<file path="config.mk">
export PLATFORM = sky130hd
export DESIGN_NAME = reservation_station
export DESIGN_NICKNAME = d
export VERILOG_FILES = /design/src/rtl/tomasulo_pkg.sv /design/src/rtl/rs_entry.sv /design/src/rtl/reservation_station.sv
export SDC_FILE = /design/constraint.sdc
export NUM_CORES = 1
export LEC_CHECK = 0
export ABC_AREA = 1
export CORE_MARGIN = 2
export CORE_UTILIZATION = 45
export DETAILED_ROUTE_END_ITERATION = 10
export DONT_BUFFER_PORTS = 1
export PLACE_DENSITY = 0.74
export SLEW_MARGIN = 20
export SYNTH_ARGS = -nofsm -noshare
export SYNTH_HDL_FRONTEND = slang
export SYNTH_SLANG_ARGS = --single-unit
</file>
<file path="constraint.sdc">
create_clock -name clk -period 7.9 [get_ports clk]
set_input_delay 1.185 -clock clk [delete_from_list [all_inputs] [get_ports clk]]
set_output_delay 1.185 -clock clk [all_outputs]
set_load 0.05 [all_outputs]
</file>
<file path="src/rtl/tomasulo_pkg.sv">
// Shared types and widths for the Tomasulo reservation-station slice.
// Tag 0 is reserved: a NULL_TAG source means the operand value is already present.
package tomasulo_pkg;

  localparam int TAG_W  = 4;
  localparam int DATA_W = 32;
  localparam int IDX_W  = 3;  // enough for the 1..7 entry range

  localparam logic [TAG_W-1:0] NULL_TAG = '0;

  typedef enum logic [1:0] {
    OP_ADD = 2'd0,
    OP_SUB = 2'd1,
    OP_MUL = 2'd2,
    OP_DIV = 2'd3
  } op_t;

  typedef struct packed {
    logic              busy;
    op_t               op;
    logic [TAG_W-1:0]  qj;
    logic [DATA_W-1:0] vj;
    logic [TAG_W-1:0]  qk;
    logic [DATA_W-1:0] vk;
  } rs_entry_t;

  // Issue-side selection state: OPEN re-arbitrates each cycle, HELD pins a stalled offer.
  typedef enum logic {
    ISS_OPEN = 1'b0,
    ISS_HELD = 1'b1
  } iss_state_t;

  function automatic logic cdb_hit(input logic             cdb_valid,
                                   input logic [TAG_W-1:0] cdb_tag,
                                   input logic [TAG_W-1:0] q);
    return cdb_valid && (cdb_tag != NULL_TAG) && (q == cdb_tag);
  endfunction

endpackage

</file>
<file path="src/rtl/rs_entry.sv">
// One reservation-station slot: loads on dispatch, snoops the CDB for missing
// operands, and is released when its instruction is accepted by the FU.
module rs_entry
  import tomasulo_pkg::*;
(
  input  logic              clk,
  input  logic              reset,
  input  logic              load_i,
  input  logic              clear_i,
  input  logic [1:0]        load_op_i,
  input  logic [TAG_W-1:0]  load_qj_i,
  input  logic [DATA_W-1:0] load_vj_i,
  input  logic [TAG_W-1:0]  load_qk_i,
  input  logic [DATA_W-1:0] load_vk_i,
  input  logic              cdb_valid_i,
  input  logic [TAG_W-1:0]  cdb_tag_i,
  input  logic [DATA_W-1:0] cdb_data_i,
  output logic              busy_o,
  output logic              ready_o,
  output logic [1:0]        op_o,
  output logic [DATA_W-1:0] vj_o,
  output logic [DATA_W-1:0] vk_o
);

  rs_entry_t entry_q, entry_d;

  always_comb begin
    entry_d = entry_q;
    if (load_i) begin
      // A broadcast landing in the dispatch cycle is folded in here so it is never lost.
      entry_d.busy = 1'b1;
      entry_d.op   = op_t'(load_op_i);
      if (cdb_hit(cdb_valid_i, cdb_tag_i, load_qj_i)) begin
        entry_d.qj = NULL_TAG;
        entry_d.vj = cdb_data_i;
      end else begin
        entry_d.qj = load_qj_i;
        entry_d.vj = load_vj_i;
      end
      if (cdb_hit(cdb_valid_i, cdb_tag_i, load_qk_i)) begin
        entry_d.qk = NULL_TAG;
        entry_d.vk = cdb_data_i;
      end else begin
        entry_d.qk = load_qk_i;
        entry_d.vk = load_vk_i;
      end
    end else if (entry_q.busy) begin
      if (clear_i) begin
        entry_d.busy = 1'b0;
      end
      if (cdb_hit(cdb_valid_i, cdb_tag_i, entry_q.qj)) begin
        entry_d.qj = NULL_TAG;
        entry_d.vj = cdb_data_i;
      end
      if (cdb_hit(cdb_valid_i, cdb_tag_i, entry_q.qk)) begin
        entry_d.qk = NULL_TAG;
        entry_d.vk = cdb_data_i;
      end
    end
  end

  always_ff @(posedge clk or posedge reset) begin
    if (reset) begin
      entry_q <= '0;
    end else begin
      entry_q <= entry_d;
    end
  end

  assign busy_o  = entry_q.busy;
  assign ready_o = entry_q.busy && (entry_q.qj == NULL_TAG) && (entry_q.qk == NULL_TAG);
  assign op_o    = entry_q.op;
  assign vj_o    = entry_q.vj;
  assign vk_o    = entry_q.vk;

endmodule

</file>
<file path="src/rtl/reservation_station.sv">
// Reservation station in front of one functional unit: allocates the lowest free
// entry, and offers the lowest operand-complete entry over valid/ready.
//
// Issue handshake: iss_valid/iss_op/iss_a/iss_b/iss_tag describe one offer; a
// transfer happens on a rising edge where iss_valid && iss_ready. Once iss_valid
// is raised it is held with an unchanged payload until that transfer occurs.
module reservation_station #(
  parameter int DEPTH    = 3,
  parameter int BASE_TAG = 1,
  parameter int TAG_W    = tomasulo_pkg::TAG_W,
  parameter int DATA_W   = tomasulo_pkg::DATA_W
) (
  input  logic              clk,
  input  logic              reset,
  input  logic              disp_valid,
  input  logic [1:0]        disp_op,
  input  logic [TAG_W-1:0]  disp_qj,
  input  logic [DATA_W-1:0] disp_vj,
  input  logic [TAG_W-1:0]  disp_qk,
  input  logic [DATA_W-1:0] disp_vk,
  output logic              disp_ready,
  output logic [TAG_W-1:0]  disp_tag,
  input  logic              cdb_valid,
  input  logic [TAG_W-1:0]  cdb_tag,
  input  logic [DATA_W-1:0] cdb_data,
  output logic              iss_valid,
  input  logic              iss_ready,
  output logic [1:0]        iss_op,
  output logic [DATA_W-1:0] iss_a,
  output logic [DATA_W-1:0] iss_b,
  output logic [TAG_W-1:0]  iss_tag,
  output logic              dbg_iss_state
);

  import tomasulo_pkg::*;

  if (DEPTH < 1 || DEPTH > 7 || BASE_TAG < 1 ||
      (BASE_TAG + DEPTH - 1) >= (1 << TAG_W) ||
      TAG_W != tomasulo_pkg::TAG_W || DATA_W != tomasulo_pkg::DATA_W) begin : g_bad_params
    $error("reservation_station: tag range BASE_TAG..BASE_TAG+DEPTH-1 must be non-zero and fit TAG_W");
  end

  logic [DEPTH-1:0]  ent_busy;
  logic [DEPTH-1:0]  ent_ready;
  logic [DEPTH-1:0]  ent_load;
  logic [DEPTH-1:0]  ent_clear;
  logic [1:0]        ent_op [DEPTH];
  logic [DATA_W-1:0] ent_vj [DEPTH];
  logic [DATA_W-1:0] ent_vk [DEPTH];

  iss_state_t        state_q, state_d;
  logic [IDX_W-1:0]  sel_q, sel_d;

  logic              any_free;
  logic [IDX_W-1:0]  free_idx;
  logic              any_rdy;
  logic [IDX_W-1:0]  rdy_idx;
  logic [IDX_W-1:0]  sel_idx;
  logic              accept;

  for (genvar g = 0; g < DEPTH; g++) begin : g_entry
    rs_entry u_entry (
      .clk        (clk),
      .reset      (reset),
      .load_i     (ent_load[g]),
      .clear_i    (ent_clear[g]),
      .load_op_i  (disp_op),
      .load_qj_i  (disp_qj),
      .load_vj_i  (disp_vj),
      .load_qk_i  (disp_qk),
      .load_vk_i  (disp_vk),
      .cdb_valid_i(cdb_valid),
      .cdb_tag_i  (cdb_tag),
      .cdb_data_i (cdb_data),
      .busy_o     (ent_busy[g]),
      .ready_o    (ent_ready[g]),
      .op_o       (ent_op[g]),
      .vj_o       (ent_vj[g]),
      .vk_o       (ent_vk[g])
    );
  end

  // Priority encoders: scanning downwards lets the lowest index win.
  always_comb begin
    any_free = 1'b0;
    free_idx = '0;
    any_rdy  = 1'b0;
    rdy_idx  = '0;
    for (int i = DEPTH - 1; i >= 0; i--) begin
      if (!ent_busy[i]) begin
        any_free = 1'b1;
        free_idx = IDX_W'(i);
      end
      if (ent_ready[i]) begin
        any_rdy = 1'b1;
        rdy_idx = IDX_W'(i);
      end
    end
  end

  always_comb begin
    if (state_q == ISS_HELD) begin
      iss_valid = 1'b1;
      sel_idx   = sel_q;
    end else begin
      iss_valid = any_rdy;
      sel_idx   = rdy_idx;
    end
  end

  assign accept = iss_valid && iss_ready;

  always_comb begin
    iss_op  = '0;
    iss_a   = '0;
    iss_b   = '0;
    iss_tag = '0;
    for (int i = 0; i < DEPTH; i++) begin
      ent_load[i]  = disp_valid && any_free && (free_idx == IDX_W'(i));
      ent_clear[i] = accept && (sel_idx == IDX_W'(i));
      if (iss_valid && (sel_idx == IDX_W'(i))) begin
        iss_op  = ent_op[i];
        iss_a   = ent_vj[i];
        iss_b   = ent_vk[i];
        iss_tag = TAG_W'(BASE_TAG) + TAG_W'(sel_idx);
      end
    end
  end

  assign disp_ready = any_free;
  assign disp_tag   = TAG_W'(BASE_TAG) + TAG_W'(free_idx);

  always_comb begin
    state_d = state_q;
    sel_d   = sel_q;
    case (state_q)
      ISS_OPEN: begin
        if (iss_valid && !iss_ready) begin
          state_d = ISS_HELD;
          sel_d   = sel_idx;
        end
      end
      ISS_HELD: begin
        if (iss_ready) begin
          state_d = ISS_OPEN;
        end
      end
      default: state_d = ISS_OPEN;
    endcase
  end

  always_ff @(posedge clk or posedge reset) begin
    if (reset) begin
      state_q <= ISS_OPEN;
      sel_q   <= '0;
    end else begin
      state_q <= state_d;
      sel_q   <= sel_d;
    end
  end

  assign dbg_iss_state = state_q;

endmodule

</file>
==> impl_metrics.xml <==
<?xml version="1.0" encoding="UTF-8"?>
<metrics>
  <group name="sta">
    <metric name="number_of_endpoints_failing_setup_at_the_final_stage" unit="">0</metric>
    <metric name="timing.final.ws_setup" unit="ns">2.23</metric>
    <metric name="final_min_period_over_clock_period" unit="">0.717</metric>
    <metric name="max_slew.worst_pin.slew" unit="ns">1.19</metric>
    <metric name="finalMaxSlewViolations" unit="">0</metric>
    <metric name="fin_setup_tns" unit="ns">0</metric>
    <metric name="unrepaired_setup_endpoints_after_global_routing" unit="">no</metric>
    <metric name="clock_skew" unit="ns">0.00786</metric>
    <metric name="achievable-frequency" unit="GHz">0.176</metric>
    <metric name="finalCriticalPeriod" unit="ns">5.67</metric>
    <metric name="holdWs" unit="ns">0.480</metric>
    <metric name="slew_headroom" unit="">0.203</metric>
    <metric name="final-hold-violation-count" unit="">0</metric>
  </group>
  <group name="synth">
    <metric name="yosysSeqAreaShare" unit="">0.375</metric>
    <metric name="synth_edf_count" unit="">0</metric>
    <metric name="yosys_register_bits" unit="">229</metric>
    <metric name="synthTopCellsByArea" unit="">dfrtp_1 (38%), nand3_1 (27%), nand2_1 (11%)</metric>
    <metric name="synth_area_per_cell" unit="sq um">6.83</metric>
    <metric name="syn_area" unit="sq mm">0.0153</metric>
    <metric name="synth-async-reset-ratio" unit="">1.00</metric>
    <metric name="syn_inst" unit="">2238</metric>
    <metric name="yosysWarningCount" unit="">0</metric>
    <metric name="synth_largest_area_cell" unit="">dfrtp_1</metric>
    <metric name="yosysUniqueCellTypes" unit="">34</metric>
    <metric name="synth_ff_type" unit="">dfrtp_1</metric>
    <metric name="yosys_top_cell_area_share" unit="">0.375</metric>
  </group>
  <group name="worst_setup_path">
    <metric name="crit_chain" unit="">nor2_1 -&gt; nand3b_1 -&gt; nand2_1 -&gt; ha_1 -&gt; nand2_1 -&gt; inv_2 -&gt; buf_4 -&gt; nand2_4 -&gt; nand2_1 -&gt; nand2_1</metric>
    <metric name="worstPathArrival" unit="ns">4.48</metric>
    <metric name="cp.depth" unit="">10</metric>
    <metric name="startpoint_class" unit="">register</metric>
    <metric name="reg2regPathDepth" unit="">9</metric>
    <metric name="required" unit="ns">6.71</metric>
    <metric name="crit_family" unit="">simple AND/OR/NAND/NOR gates</metric>
    <metric name="critical_path_buf_inv_count" unit="">2</metric>
    <metric name="timing.critical_path.slowest_cell_delay" unit="ns">0.72</metric>
    <metric name="worst_setup_path_end_kind" unit="">primary output</metric>
    <metric name="critical_path_peak_fanout" unit="">66</metric>
    <metric name="timing.critical_path.slowest_stage_cell" unit="">inv_2</metric>
    <metric name="critPathMostFrequentCell" unit="">nand2_1</metric>
    <metric name="path_class" unit="">register to primary output</metric>
  </group>
  <group name="route">
    <metric name="vias" unit="">15700</metric>
    <metric name="first_iter_violations" unit="">1624</metric>
    <metric name="route.detailed.wl_per_inst" unit="um">20.6</metric>
    <metric name="drc_errors" unit="">0</metric>
    <metric name="first_pass_iters" unit="">7</metric>
    <metric name="postRouteAntennaNets" unit="">0</metric>
    <metric name="wl" unit="um">53100</metric>
    <metric name="vias_cell" unit="">6.11</metric>
  </group>
  <group name="finish">
    <metric name="antenna_cells_inserted" unit="">0</metric>
    <metric name="layout.cells.most_common" unit="">nand3_1</metric>
    <metric name="num-fill-cells" unit="">3390</metric>
    <metric name="final_net_count" unit="">2229</metric>
    <metric name="area.growth.synth_to_final" unit="%">4.90</metric>
    <metric name="most-common-layout-cells" unit="">nand3_1 (825), nand2_1 (443), dfrtp_1 (229)</metric>
    <metric name="instances_no_fill" unit="">2578</metric>
    <metric name="drive_gt1_frac" unit="">0.0643</metric>
  </group>
  <group name="grt">
    <metric name="grt.overflow.total" unit="">0</metric>
    <metric name="grt.met1_usage" unit="">0.383</metric>
    <metric name="groute.usage.overall" unit="">0.294</metric>
    <metric name="grt_util_met3" unit="">0.0512</metric>
    <metric name="gr-max-usage-layer" unit="">met2</metric>
    <metric name="pin_count_of_the_biggest_net_entering_global_routing" unit="">135</metric>
    <metric name="antenna_violations_before_repair" unit="">1</metric>
    <metric name="first_global_vias" unit="">15100</metric>
    <metric name="grt_pass1_wl" unit="um">83700</metric>
    <metric name="grt.met2_usage" unit="">0.484</metric>
  </group>
  <group name="cts">
    <metric name="cts_tree" unit="">built</metric>
    <metric name="worstSkewPairLatency" unit="ns">0.54</metric>
    <metric name="holdBufCountCts" unit="">0</metric>
    <metric name="cts.reportedPaths.clkPinSlew" unit="ns">0.06</metric>
    <metric name="h-tree-depth" unit="">1</metric>
    <metric name="cts-root-to-sink-buffers" unit="">3</metric>
    <metric name="numClockSinks" unit="">229</metric>
    <metric name="post-cts-setup-buffer-count" unit="">0</metric>
    <metric name="ctsResizeCount" unit="">0</metric>
    <metric name="clock_tree_root_buffer_cell" unit="">clkbuf_16</metric>
    <metric name="tritoncts.num_buffers" unit="">27</metric>
  </group>
  <group name="pwr">
    <metric name="pwr-share-comb" unit="">0.546</metric>
    <metric name="net_switching_power" unit="W">0.00389</metric>
    <metric name="p_sw_frac" unit="">0.543</metric>
    <metric name="power.static_leakage" unit="nW">8.36</metric>
    <metric name="cell_internal_pwr" unit="W">0.00328</metric>
    <metric name="clkPwrFrac" unit="">0.167</metric>
    <metric name="share_seq_of_total_power" unit="">0.287</metric>
    <metric name="power_per_cell_area" unit="mW/mm^2">447</metric>
    <metric name="vdd.ir_drop.worst" unit="V">0.000424</metric>
  </group>
  <group name="die">
    <metric name="row_count" unit="">67</metric>
    <metric name="dieArea" unit="sq mm">0.0354</metric>
    <metric name="initial_standard_cell_utilization_of_the_core" unit="">0.457</metric>
    <metric name="die_y" unit="um">188</metric>
    <metric name="chipWidth" unit="um">188</metric>
    <metric name="io-pin-count" unit="">192</metric>
    <metric name="design.core.area" unit="sq mm">0.0334</metric>
  </group>
  <group name="min_path">
    <metric name="holdCritPathClass" unit="">register to register</metric>
    <metric name="worstHoldPathCells" unit="">2</metric>
  </group>
  <group name="job">
    <metric name="cap_viol_max_count" unit="">0</metric>
  </group>
  <group name="outcome">
    <metric name="run_status" unit="">completed</metric>
  </group>
  <group name="placed_design">
    <metric name="io_buffers" unit="">0</metric>
    <metric name="dpl.hpwl" unit="um">30900</metric>
    <metric name="dpl.cell_count" unit="">2528</metric>
    <metric name="detailedPlace.worstSlack" unit="ns">2.87</metric>
    <metric name="routabilityCongestion" unit="">0.874</metric>
  </group>
</metrics>
## final timing paths
check | endpoint | from | slack (ns)
max | iss_a[26] | dbg_iss_state | 2.23
min | sel_q[2] | sel_q[2] | 0.48
max reg2reg | g_entry[1].u_entry.entry_q[34] | g_entry[0].u_entry.busy_o | 4.43
min reg2reg | sel_q[2] | sel_q[2] | 0.48
max in group asynchronous | g_entry[1].u_entry.vj_o[22] | reset | 5.83
min in group asynchronous | g_entry[1].u_entry.vj_o[5] | reset | 0.63
## synthesized netlist by cell type (3+ instances only)
| cell type | number |
|---|---|
| nand2_2 | 5 |
| o211ai_1 | 33 |
| buf_2 | 84 |
| nor2_1 | 125 |
| xnor2_1 | 6 |
| clkbuf_1 | 63 |
| o21ai_0 | 29 |
| nor2_2 | 4 |
| inv_2 | 10 |
| nand3_1 | 825 |
| a21oi_1 | 3 |
| buf_12 | 3 |
| nand4_1 | 33 |
| inv_1 | 223 |
| buf_4 | 18 |
| o22ai_1 | 14 |
| buf_1 | 10 |
| xor2_1 | 9 |
| nor3_1 | 9 |
| ha_1 | 4 |
| nand2_4 | 31 |
| nand2_1 | 449 |
| o21ai_1 | 4 |
| dfrtp_1 | 229 |
## through the flow
stage / total power (W) / utilization / instance area (sq um)
finish: 0.00716 / 0.479 / 16000
CTS: 0.00712 / 0.478 / 16000
detailed placement: 0.00593 / 0.453 / 15200
global route: 0.00761 / 0.479 / 16000
global placement: 0.00584 / 0.453 / 15200
floorplan: 0.00523 / - / 15300
## cell families after synthesis
group	synth area share
AND/OR/NAND/NOR	0.459
other	0.000245
adder cells (fa/ha/maj)	0.00328
buffers and inverters	0.118
AO/OA/AOI/OAI	0.0342
XOR/XNOR	0.0107
flip-flops	0.375
## routing by layer
| metal | vias to the layer above | wire (um) |
|---|---|---|
| met5 | - | 9 |
| met4 | 2 | 2350 |
| met3 | 173 | 5180 |
| met2 | 938 | 24600 |
| met1 | 7475 | 21000 |
| li1 | 7156 | - |
## sequential cells by signal, summed over array words and instances, names as in the netlist
name,flops
dbg_iss_state,1
g_entry.u_entry.vj_o,96
g_entry.u_entry.entry_q,24
g_entry.u_entry.vk_o,96
g_entry.u_entry.busy_o,3
g_entry.u_entry.op_o,6
sel_q,3
## worst register-to-register path, delay by kind of cell, from the launching register on
| kind | cells | cell delay [ns] |
|---|---|---|
| AOI/OAI and AO/OA | 1 | 0.10 |
| buffers and inverters | 5 | 2.14 |
| DFF | 1 | 0.45 |
| and+or+nand+nor | 3 | 0.64 |
## power groups by stage
stage / Clock, W / Sequential (W) / Combinational, W
final: 0.00120 / 0.00206 / 0.00391
after global routing: 0.00125 / 0.00211 / 0.00424
after CTS: 0.00120 / 0.00205 / 0.00387
after detailed placement: 0 / 0.00207 / 0.00386
after global placement: 0 / 0.00205 / 0.00379
after floorplan: 0 / 0.00197 / 0.00326
## area by class of cell
cell class | count | area, sq um | share of cell area
clock buffer | 37 | 763 | 0.0476
clock inverter | 12 | 70.1 | 0.00437
inverter | 235 | 897 | 0.0560
multi-input combinational | 1596 | 7830 | 0.488
sequential | 229 | 5730 | 0.358
tap | 448 | 561 | 0.0350
timing repair buffer | 21 | 178 | 0.0111
(Power assumes the default switching activity.)
